==> src/rtl/rv32im_lsu.sv <==
// rv32im_lsu -- load/store unit sitting directly downstream of rv32im_exu.
//
// Takes one memory operation at a time from the EXU (opcode, byte address,
// right-justified store data), runs a request/grant/response transaction on
// the data-memory bus, and returns aligned, sign/zero-extended load data on
// a valid/ready response port. Stores and errors return zero data.
//
// Ports:
//   clk_i, rst_n_i          clock (rising edge), async active-low reset
//   lsu_opcode_i            `LSU_OPCODE_* operation
//   addr_i, wdata_i         byte address and store data from the EXU
//   req_valid_i/req_ready_o request handshake (ready only while idle)
//   mem_req_o, mem_we_o     bus request and write strobe
//   mem_be_o, mem_addr_o    byte enables and word-aligned address
//   mem_wdata_o             lane-replicated store data
//   mem_gnt_i, mem_rvalid_i bus grant and read-data valid
//   mem_rdata_i             read word from the bus
//   rsp_valid_o/rsp_ready_i response handshake
//   rsp_data_o, rsp_err_o   load result, bus-timeout flag
//   misalign_o              misaligned-access trap flag
//
// Parameter BUS_TIMEOUT: cycles tolerated in REQ or WAIT before aborting
// with rsp_err_o; 0 disables the timeout.
//
// Optional build macro LSU_MISALIGN_TRAP_EN: when defined, misaligned
// halfword/word accesses skip the bus and respond with misalign_o = 1. When
// undefined, misalign_o is tied low and the offending low address bits are
// forced to natural alignment.
//
// The datapath assumes `API_DATA_WIDTH = 32 (four byte lanes).

`ifndef API_DATA_WIDTH
`define API_DATA_WIDTH 32
`endif

`ifndef LSU_OPCODE_WIDTH
`define LSU_OPCODE_WIDTH 4
`endif

`ifndef LSU_OPCODE_NONE
`define LSU_OPCODE_NONE 4'd0
`define LSU_OPCODE_LB   4'd1
`define LSU_OPCODE_LH   4'd2
`define LSU_OPCODE_LW   4'd3
`define LSU_OPCODE_LBU  4'd4
`define LSU_OPCODE_LHU  4'd5
`define LSU_OPCODE_SB   4'd6
`define LSU_OPCODE_SH   4'd7
`define LSU_OPCODE_SW   4'd8
`endif

module rv32im_lsu #(
    parameter int unsigned BUS_TIMEOUT = 255
) (
    input  logic                          clk_i,
    input  logic                          rst_n_i,
    input  logic [`LSU_OPCODE_WIDTH-1:0]  lsu_opcode_i,
    input  logic [`API_DATA_WIDTH-1:0]    addr_i,
    input  logic [`API_DATA_WIDTH-1:0]    wdata_i,
    input  logic                          req_valid_i,
    output logic                          req_ready_o,
    output logic                          mem_req_o,
    output logic                          mem_we_o,
    output logic [3:0]                    mem_be_o,
    output logic [`API_DATA_WIDTH-1:0]    mem_addr_o,
    output logic [`API_DATA_WIDTH-1:0]    mem_wdata_o,
    input  logic                          mem_gnt_i,
    input  logic                          mem_rvalid_i,
    input  logic [`API_DATA_WIDTH-1:0]    mem_rdata_i,
    output logic                          rsp_valid_o,
    input  logic                          rsp_ready_i,
    output logic [`API_DATA_WIDTH-1:0]    rsp_data_o,
    output logic                          rsp_err_o,
    output logic                          misalign_o
);

    localparam int DW = `API_DATA_WIDTH;
    localparam int OW = `LSU_OPCODE_WIDTH;

    // Counter only has to reach BUS_TIMEOUT-1: the timeout fires in the cycle
    // that completes the BUS_TIMEOUT-th cycle spent in REQ or WAIT.
    localparam int CNT_W = (BUS_TIMEOUT < 2) ? 1 : $clog2(BUS_TIMEOUT);
    localparam logic [CNT_W-1:0] TO_LAST =
        CNT_W'((BUS_TIMEOUT == 0) ? 0 : BUS_TIMEOUT - 1);

    typedef enum logic [1:0] {S_IDLE, S_REQ, S_WAIT, S_RESP} state_t;

    state_t          state_q, state_d;
    logic [OW-1:0]   op_q, op_d;
    logic [1:0]      off_q, off_d;
    logic [CNT_W-1:0] cnt_q, cnt_d;
    logic            req_ready_d, mem_req_d, mem_we_d;
    logic [3:0]      mem_be_d;
    logic [DW-1:0]   mem_addr_d, mem_wdata_d, rsp_data_d;
    logic            rsp_valid_d, rsp_err_d;
    logic            mis_q, mis_d;

    // ---------------- request decode (IDLE side) ----------------
    logic            in_byte, in_half, in_word, in_store, in_ok, trap;
    logic [1:0]      off_in;
    logic [3:0]      be_in;
    logic [DW-1:0]   wdata_in;

    // NOTE: every variable assigned in an always_comb gets a default first;
    // a path that leaves one unassigned would infer a latch.
    always_comb begin
        in_byte  = 1'b0;
        in_half  = 1'b0;
        in_word  = 1'b0;
        in_store = 1'b0;
        case (lsu_opcode_i)
            `LSU_OPCODE_LB, `LSU_OPCODE_LBU: in_byte = 1'b1;
            `LSU_OPCODE_LH, `LSU_OPCODE_LHU: in_half = 1'b1;
            `LSU_OPCODE_LW:                  in_word = 1'b1;
            `LSU_OPCODE_SB: begin in_byte = 1'b1; in_store = 1'b1; end
            `LSU_OPCODE_SH: begin in_half = 1'b1; in_store = 1'b1; end
            `LSU_OPCODE_SW: begin in_word = 1'b1; in_store = 1'b1; end
            default: ;
        endcase
    end

    // NONE and unassigned encodings are not accepted.
    assign in_ok = in_byte | in_half | in_word;

    // Natural alignment applied to the offset; only matters when the trap is
    // not built, since a trapped access never reaches the bus.
    assign off_in = in_word ? 2'b00 : (in_half ? {addr_i[1], 1'b0} : addr_i[1:0]);

`ifdef LSU_MISALIGN_TRAP_EN
    assign trap = (in_half & addr_i[0]) | (in_word & (addr_i[1:0] != 2'b00));
`else
    assign trap = 1'b0;
`endif

    always_comb begin
        be_in    = 4'b0000;
        wdata_in = wdata_i;
        if (in_store) begin
            if (in_byte) begin
                be_in    = 4'b0001 << off_in;
                wdata_in = {4{wdata_i[7:0]}};
            end else if (in_half) begin
                be_in    = 4'b0011 << off_in;
                wdata_in = {2{wdata_i[15:0]}};
            end else begin
                be_in    = 4'b1111;
            end
        end
    end

    // ---------------- load extraction (WAIT side) ----------------
    logic [DW-1:0] lane, load_data;

    assign lane = mem_rdata_i >> {off_q, 3'b000};

    always_comb begin
        case (op_q)
            `LSU_OPCODE_LB:  load_data = {{24{lane[7]}}, lane[7:0]};
            `LSU_OPCODE_LBU: load_data = {24'd0, lane[7:0]};
            `LSU_OPCODE_LH:  load_data = {{16{lane[15]}}, lane[15:0]};
            `LSU_OPCODE_LHU: load_data = {16'd0, lane[15:0]};
            default:         load_data = lane;
        endcase
    end

    logic timeout_hit;
    assign timeout_hit = (BUS_TIMEOUT != 0) && (cnt_q == TO_LAST);

    // ---------------- next state / next outputs ----------------
    always_comb begin
        state_d     = state_q;
        op_d        = op_q;
        off_d       = off_q;
        cnt_d       = cnt_q;
        mem_req_d   = mem_req_o;
        mem_we_d    = mem_we_o;
        mem_be_d    = mem_be_o;
        mem_addr_d  = mem_addr_o;
        mem_wdata_d = mem_wdata_o;
        rsp_valid_d = rsp_valid_o;
        rsp_data_d  = rsp_data_o;
        rsp_err_d   = rsp_err_o;
        mis_d       = mis_q;

        case (state_q)
            S_IDLE: begin
                if (req_valid_i && in_ok) begin
                    op_d  = lsu_opcode_i;
                    off_d = off_in;
                    if (trap) begin
                        state_d     = S_RESP;
                        rsp_valid_d = 1'b1;
                        rsp_data_d  = '0;
                        rsp_err_d   = 1'b0;
                        mis_d       = 1'b1;
                    end else begin
                        state_d     = S_REQ;
                        cnt_d       = '0;
                        mem_req_d   = 1'b1;
                        mem_we_d    = in_store;
                        mem_be_d    = be_in;
                        mem_addr_d  = {addr_i[DW-1:2], 2'b00};
                        mem_wdata_d = wdata_in;
                    end
                end
            end
            S_REQ: begin
                // Grant takes priority over a timeout in the same cycle.
                if (mem_gnt_i) begin
                    mem_req_d = 1'b0;
                    cnt_d     = '0;
                    if (mem_we_o) begin
                        state_d     = S_RESP;
                        rsp_valid_d = 1'b1;
                        rsp_data_d  = '0;
                        rsp_err_d   = 1'b0;
                    end else begin
                        state_d = S_WAIT;
                    end
                end else if (timeout_hit) begin
                    mem_req_d   = 1'b0;
                    state_d     = S_RESP;
                    rsp_valid_d = 1'b1;
                    rsp_data_d  = '0;
                    rsp_err_d   = 1'b1;
                end else begin
                    cnt_d = cnt_q + 1'b1;
                end
            end
            S_WAIT: begin
                if (mem_rvalid_i) begin
                    state_d     = S_RESP;
                    rsp_valid_d = 1'b1;
                    rsp_data_d  = load_data;
                    rsp_err_d   = 1'b0;
                end else if (timeout_hit) begin
                    state_d     = S_RESP;
                    rsp_valid_d = 1'b1;
                    rsp_data_d  = '0;
                    rsp_err_d   = 1'b1;
                end else begin
                    cnt_d = cnt_q + 1'b1;
                end
            end
            S_RESP: begin
                if (rsp_ready_i) begin
                    state_d     = S_IDLE;
                    rsp_valid_d = 1'b0;
                    rsp_data_d  = '0;
                    rsp_err_d   = 1'b0;
                    mis_d       = 1'b0;
                end
            end
            default: state_d = S_IDLE;
        endcase

        req_ready_d = (state_d == S_IDLE);
    end

    // ---------------- registers ----------------
    // NOTE: sequential state uses non-blocking assignments so every register
    // samples the pre-edge values regardless of statement order.
    always_ff @(posedge clk_i or negedge rst_n_i) begin
        if (!rst_n_i) begin
            state_q     <= S_IDLE;
            op_q        <= `LSU_OPCODE_NONE;
            off_q       <= 2'b00;
            cnt_q       <= '0;
            req_ready_o <= 1'b1;
            mem_req_o   <= 1'b0;
            mem_we_o    <= 1'b0;
            mem_be_o    <= 4'b0000;
            mem_addr_o  <= '0;
            mem_wdata_o <= '0;
            rsp_valid_o <= 1'b0;
            rsp_data_o  <= '0;
            rsp_err_o   <= 1'b0;
            mis_q       <= 1'b0;
        end else begin
            state_q     <= state_d;
            op_q        <= op_d;
            off_q       <= off_d;
            cnt_q       <= cnt_d;
            req_ready_o <= req_ready_d;
            mem_req_o   <= mem_req_d;
            mem_we_o    <= mem_we_d;
            mem_be_o    <= mem_be_d;
            mem_addr_o  <= mem_addr_d;
            mem_wdata_o <= mem_wdata_d;
            rsp_valid_o <= rsp_valid_d;
            rsp_data_o  <= rsp_data_d;
            rsp_err_o   <= rsp_err_d;
            mis_q       <= mis_d;
        end
    end

`ifdef LSU_MISALIGN_TRAP_EN
    assign misalign_o = mis_q;
`else
    assign misalign_o = 1'b0;
`endif

endmodule

==> config.mk <==
export PLATFORM = sky130hd
export DESIGN_NAME = rv32im_lsu
export DESIGN_NICKNAME = d
export VERILOG_FILES = /design/src/rtl/rv32im_lsu.sv
export SDC_FILE = /design/constraint.sdc
export NUM_CORES = 1
export LEC_CHECK = 0
export BUFFER_PORTS_ARGS = -buffer_cell sky130_fd_sc_hd__buf_2
export CORE_AREA = 2 2 117 119
export DETAILED_ROUTE_END_ITERATION = 8
export DIE_AREA = 0 0 119 121
export PLACE_DENSITY = 0.73
export SYNTH_ARGS = -nofsm -noshare
export SYNTH_HDL_FRONTEND = slang
export SYNTH_SLANG_ARGS = --single-unit
==> constraint.sdc <==
create_clock -name clk_i -period 2.5 [get_ports clk_i]
set_input_delay 0 -clock clk_i [delete_from_list [all_inputs] [get_ports clk_i]]
set_output_delay 0 -clock clk_i [all_outputs]
set_load 0.01 [all_outputs]
==> results.tsv <==
metric	value	unit
Pleak	4.51	nW
worst setup margin	0.296	ns
top cells by count, synth	172 x nand2_1, 118 x dfrtp_1, 47 x mux2i_1	
Post-Syn Area per Cell	9.65	um^2
reg-to-reg slack, setup	0.30	ns
FF+latch count, synth	119	
htree depth	4	
run status	finished, final reports clean	
Peak VDD IR	0.000591	V
HP Class	in -> reg	
# nets final	1041	
Die Span X	119	um
CP Data Required Time	2.83	ns
worst hold start	mem_rdata_i[10]	
EDFF count, synth	0	
DR pass1 iterations	5	
drt wl/cell	17.3	um
Max Slew Vio Count	0	
Max Freq	0.454	GHz
r2r worst-path depth	7	
Startpoint Class	register	
RSZ-0062 raised after global routing	false	
placed cell area	0.00734	mm^2
most numerous cell in the Yosys netlist	nand2_1	
crit path max-delay cell type	dfrtp_1	
global route hottest layer	met2	
Die Span Y	121	um
number of diodes	0	
vias in the first global route	6337	
hold endpoint	rsp_data_o[2]$_DFFE_PN0P_	
routability congestion estimate	0.862	
top cell type's share of synthesized area	47.9	%
Cell Area, Synth	0.00617	mm^2
MaxCap Viol Count	0	
Seq/Total Area, Yosys	48.3	%
Num CTS Buffers	17	
global-route wire length before repair	31300	um
starting density of the core	47.1	%
Setup-failing EPs final	0	
number of port buffers	208	
Skew-Pair Late Insertion Delay	0.42	ns
layout cells sized above 1	29.5	%
post-synth cell types	65	
crit-path max FO	24	
design area	0.00882	mm^2
via count	6115	
final hold violation count	0	
GR Util met1	32.4	%
placed cell count	995	
top cells by area, synth	dfrtp_1 48%, nand2_1 10%, mux2i_1 7.6%	
Post-Route Utilization	67.4	%
grt met3 use	7.42	%
slew of the pin with the lowest slew margin	0.709	ns
cell count after synthesis	639	
Arrival @ worst endpoint	2.54	ns
clk slew on worst S/H paths	0.06	ns
Final HPWL DP	12200	um
post-route minimum period	2.20	ns
grt met2 use	46.4	%
Final Instance Count excl. Fillers	1112	
initial detailed-routing violation count	466	
power per cell area	1140	mW/mm^2
cell taking the most area after synthesis	dfrtp_1	
Rel. slew slack	52.8	%
maximum buffer depth of the clock tree	2	
register area	0.00298	mm^2
largest net degree at the start of global routing	88	
I/O pins	212	
Post-route DRC	0	
worst reg2reg path startpoint	state_q[0]$_DFF_PN0_	
Layout Area Growth over Synthesis	43.0	%
clock root buffer	clkbuf_16	
dpl ws	0.305	ns
post-CTS setup buffer count	0	
period utilization	88.2	%
Crit. End Element	register	
YS warnings	0	
vias per inst	5.50	
Max stage delay on crit path	0.46	ns
Die ar.	0.0144	mm^2
CP cell instances	inv_1, ha_1, nand2_1, a2111oi_4, buf_4, o21ai_0, o2bb2ai_1	
# fillers	941	
ys flop type	dfrtp_1	
Floorplan Core Area	0.0131	mm^2
Synth async-reset ratio	100	%
post-route ant nets	0	
GRT overflow	0	
cell row count	42	
CTS tree	done	
RR Endpoint	rsp_data_o[20]$_DFFE_PN0P_	
Final Skew	0.00789	ns
Multi-input gate area	0.00293	mm^2
setup TNS	0	ns
initial antenna violation count	0	
# clock sinks	119	
final wirelength	19300	um
GRT Overall Usage	27.5	%
Hold Crit Depth	4	
kind of critical path	reg -> reg	
[worst max path at each step]
stage	from	endpoint	slack [ns]	cells after the start
2_1_floorplan	state_q[0]$_DFF_PN0_	rsp_data_o[24]$_DFFE_PN0P_	0.57	7
3_3_place_gp	lsu_opcode_i[3]	mem_be_o[3]$_DFFE_PN0P_	0.40	10
3_5_place_dp	lsu_opcode_i[3]	mem_be_o[3]$_DFFE_PN0P_	0.30	10
4_1_cts	lsu_opcode_i[3]	mem_be_o[3]$_DFFE_PN0P_	0.21	11
5_1_grt	state_q[0]$_DFF_PN0_	rsp_data_o[20]$_DFFE_PN0P_	0.11	7
6_report	state_q[0]$_DFF_PN0_	rsp_data_o[20]$_DFFE_PN0P_	0.30	7
[power by group]
part	switching, mW	internal, mW	total (mW)
registers	0.587	2.77	3.36
logic	2.42	1.77	4.19
clock network	0.918	1.63	2.55
[layout make-up]
class | count | area share (%)
clock buffer | 19 | 5.14
clock inverter | 13 | 1.94
inverter | 11 | 0.468
multi-input combinational | 467 | 33.2
sequential | 119 | 33.8
tap | 176 | 2.50
timing repair buffer | 307 | 23.0
[timing repair]
item,CTS,global route
hold buffers,85,0
endpoints found under the setup margin,0,1
endpoints found under the hold margin,128,0
gates resized for setup,0,1
[routing by layer]
metal  vias up  routed length [um]
met2       317                9510
met5         -                   0
met3        54                1450
met1      2918                7660
met4         0                 669
li1       2826                   -
[critical path, delay by kind of cell (launching register included)]
| kind | cells | cell delay, ns |
|---|---|---|
| AND/OR/NAND/NOR | 1 | 0.19 |
| buffers and inverters | 2 | 0.47 |
| adder cells (fa/ha/maj) | 1 | 0.34 |
| AO/OA/AOI/OAI | 3 | 0.67 |
| flip-flops | 1 | 0.46 |
[flip-flops by register name, indices dropped and copies added, names as in the netlist, 2 cells and up]
signal       flops
mem_wdata_o     32
rsp_data_o      32
mem_addr_o      30
cnt_q            8
mem_be_o         4
op_q             4
off_q            2
state_q          2
[kinds of logic (layout without fill, tap and decap cells)]
kind of cell | Yosys count | in the layout | synth area share [%]
AOI/OAI and AO/OA | 164 | 164 | 19.4
adders and majority gates | 12 | 12 | 2.43
xor gates and xnor gates | 2 | 2 | 0.284
DFF | 119 | 119 | 48.3
buffers and inverters | 55 | 350 | 4.44
muxes | 51 | 51 | 8.54
and+or+nand+nor | 235 | 235 | 16.5
other | 1 | 3 | 0.0608
[cells in the final DEF, fill, tap and decap left out, types with 4 or more instances in the layout]
cell type	instances
a21oi_1	31
a22o_1	8
and2_1	4
buf_2	207
a21o_1	9
nor2b_1	10
o21ai_0	39
dlygate4sd3_1	85
inv_1	10
clkbuf_16	17
nand2_1	172
o21bai_1	5
ha_1	12
a32o_1	15
nor2_1	21
dfrtp_1	118
clkinvlp_4	4
o2bb2ai_1	22
nor3_1	5
nand3_1	5
buf_4	13
mux2i_1	47
[stage by stage]
stage,power [mW],hold WS [ns]
floorplan,5.79,-0.296
global route,10.7,0.0170
CTS,10.0,0.00431
finish,10.1,0.0198
detailed placement,7.33,0.0919
global placement,7.17,0.0843
Note: power is estimated with default switching activity, not from simulation.
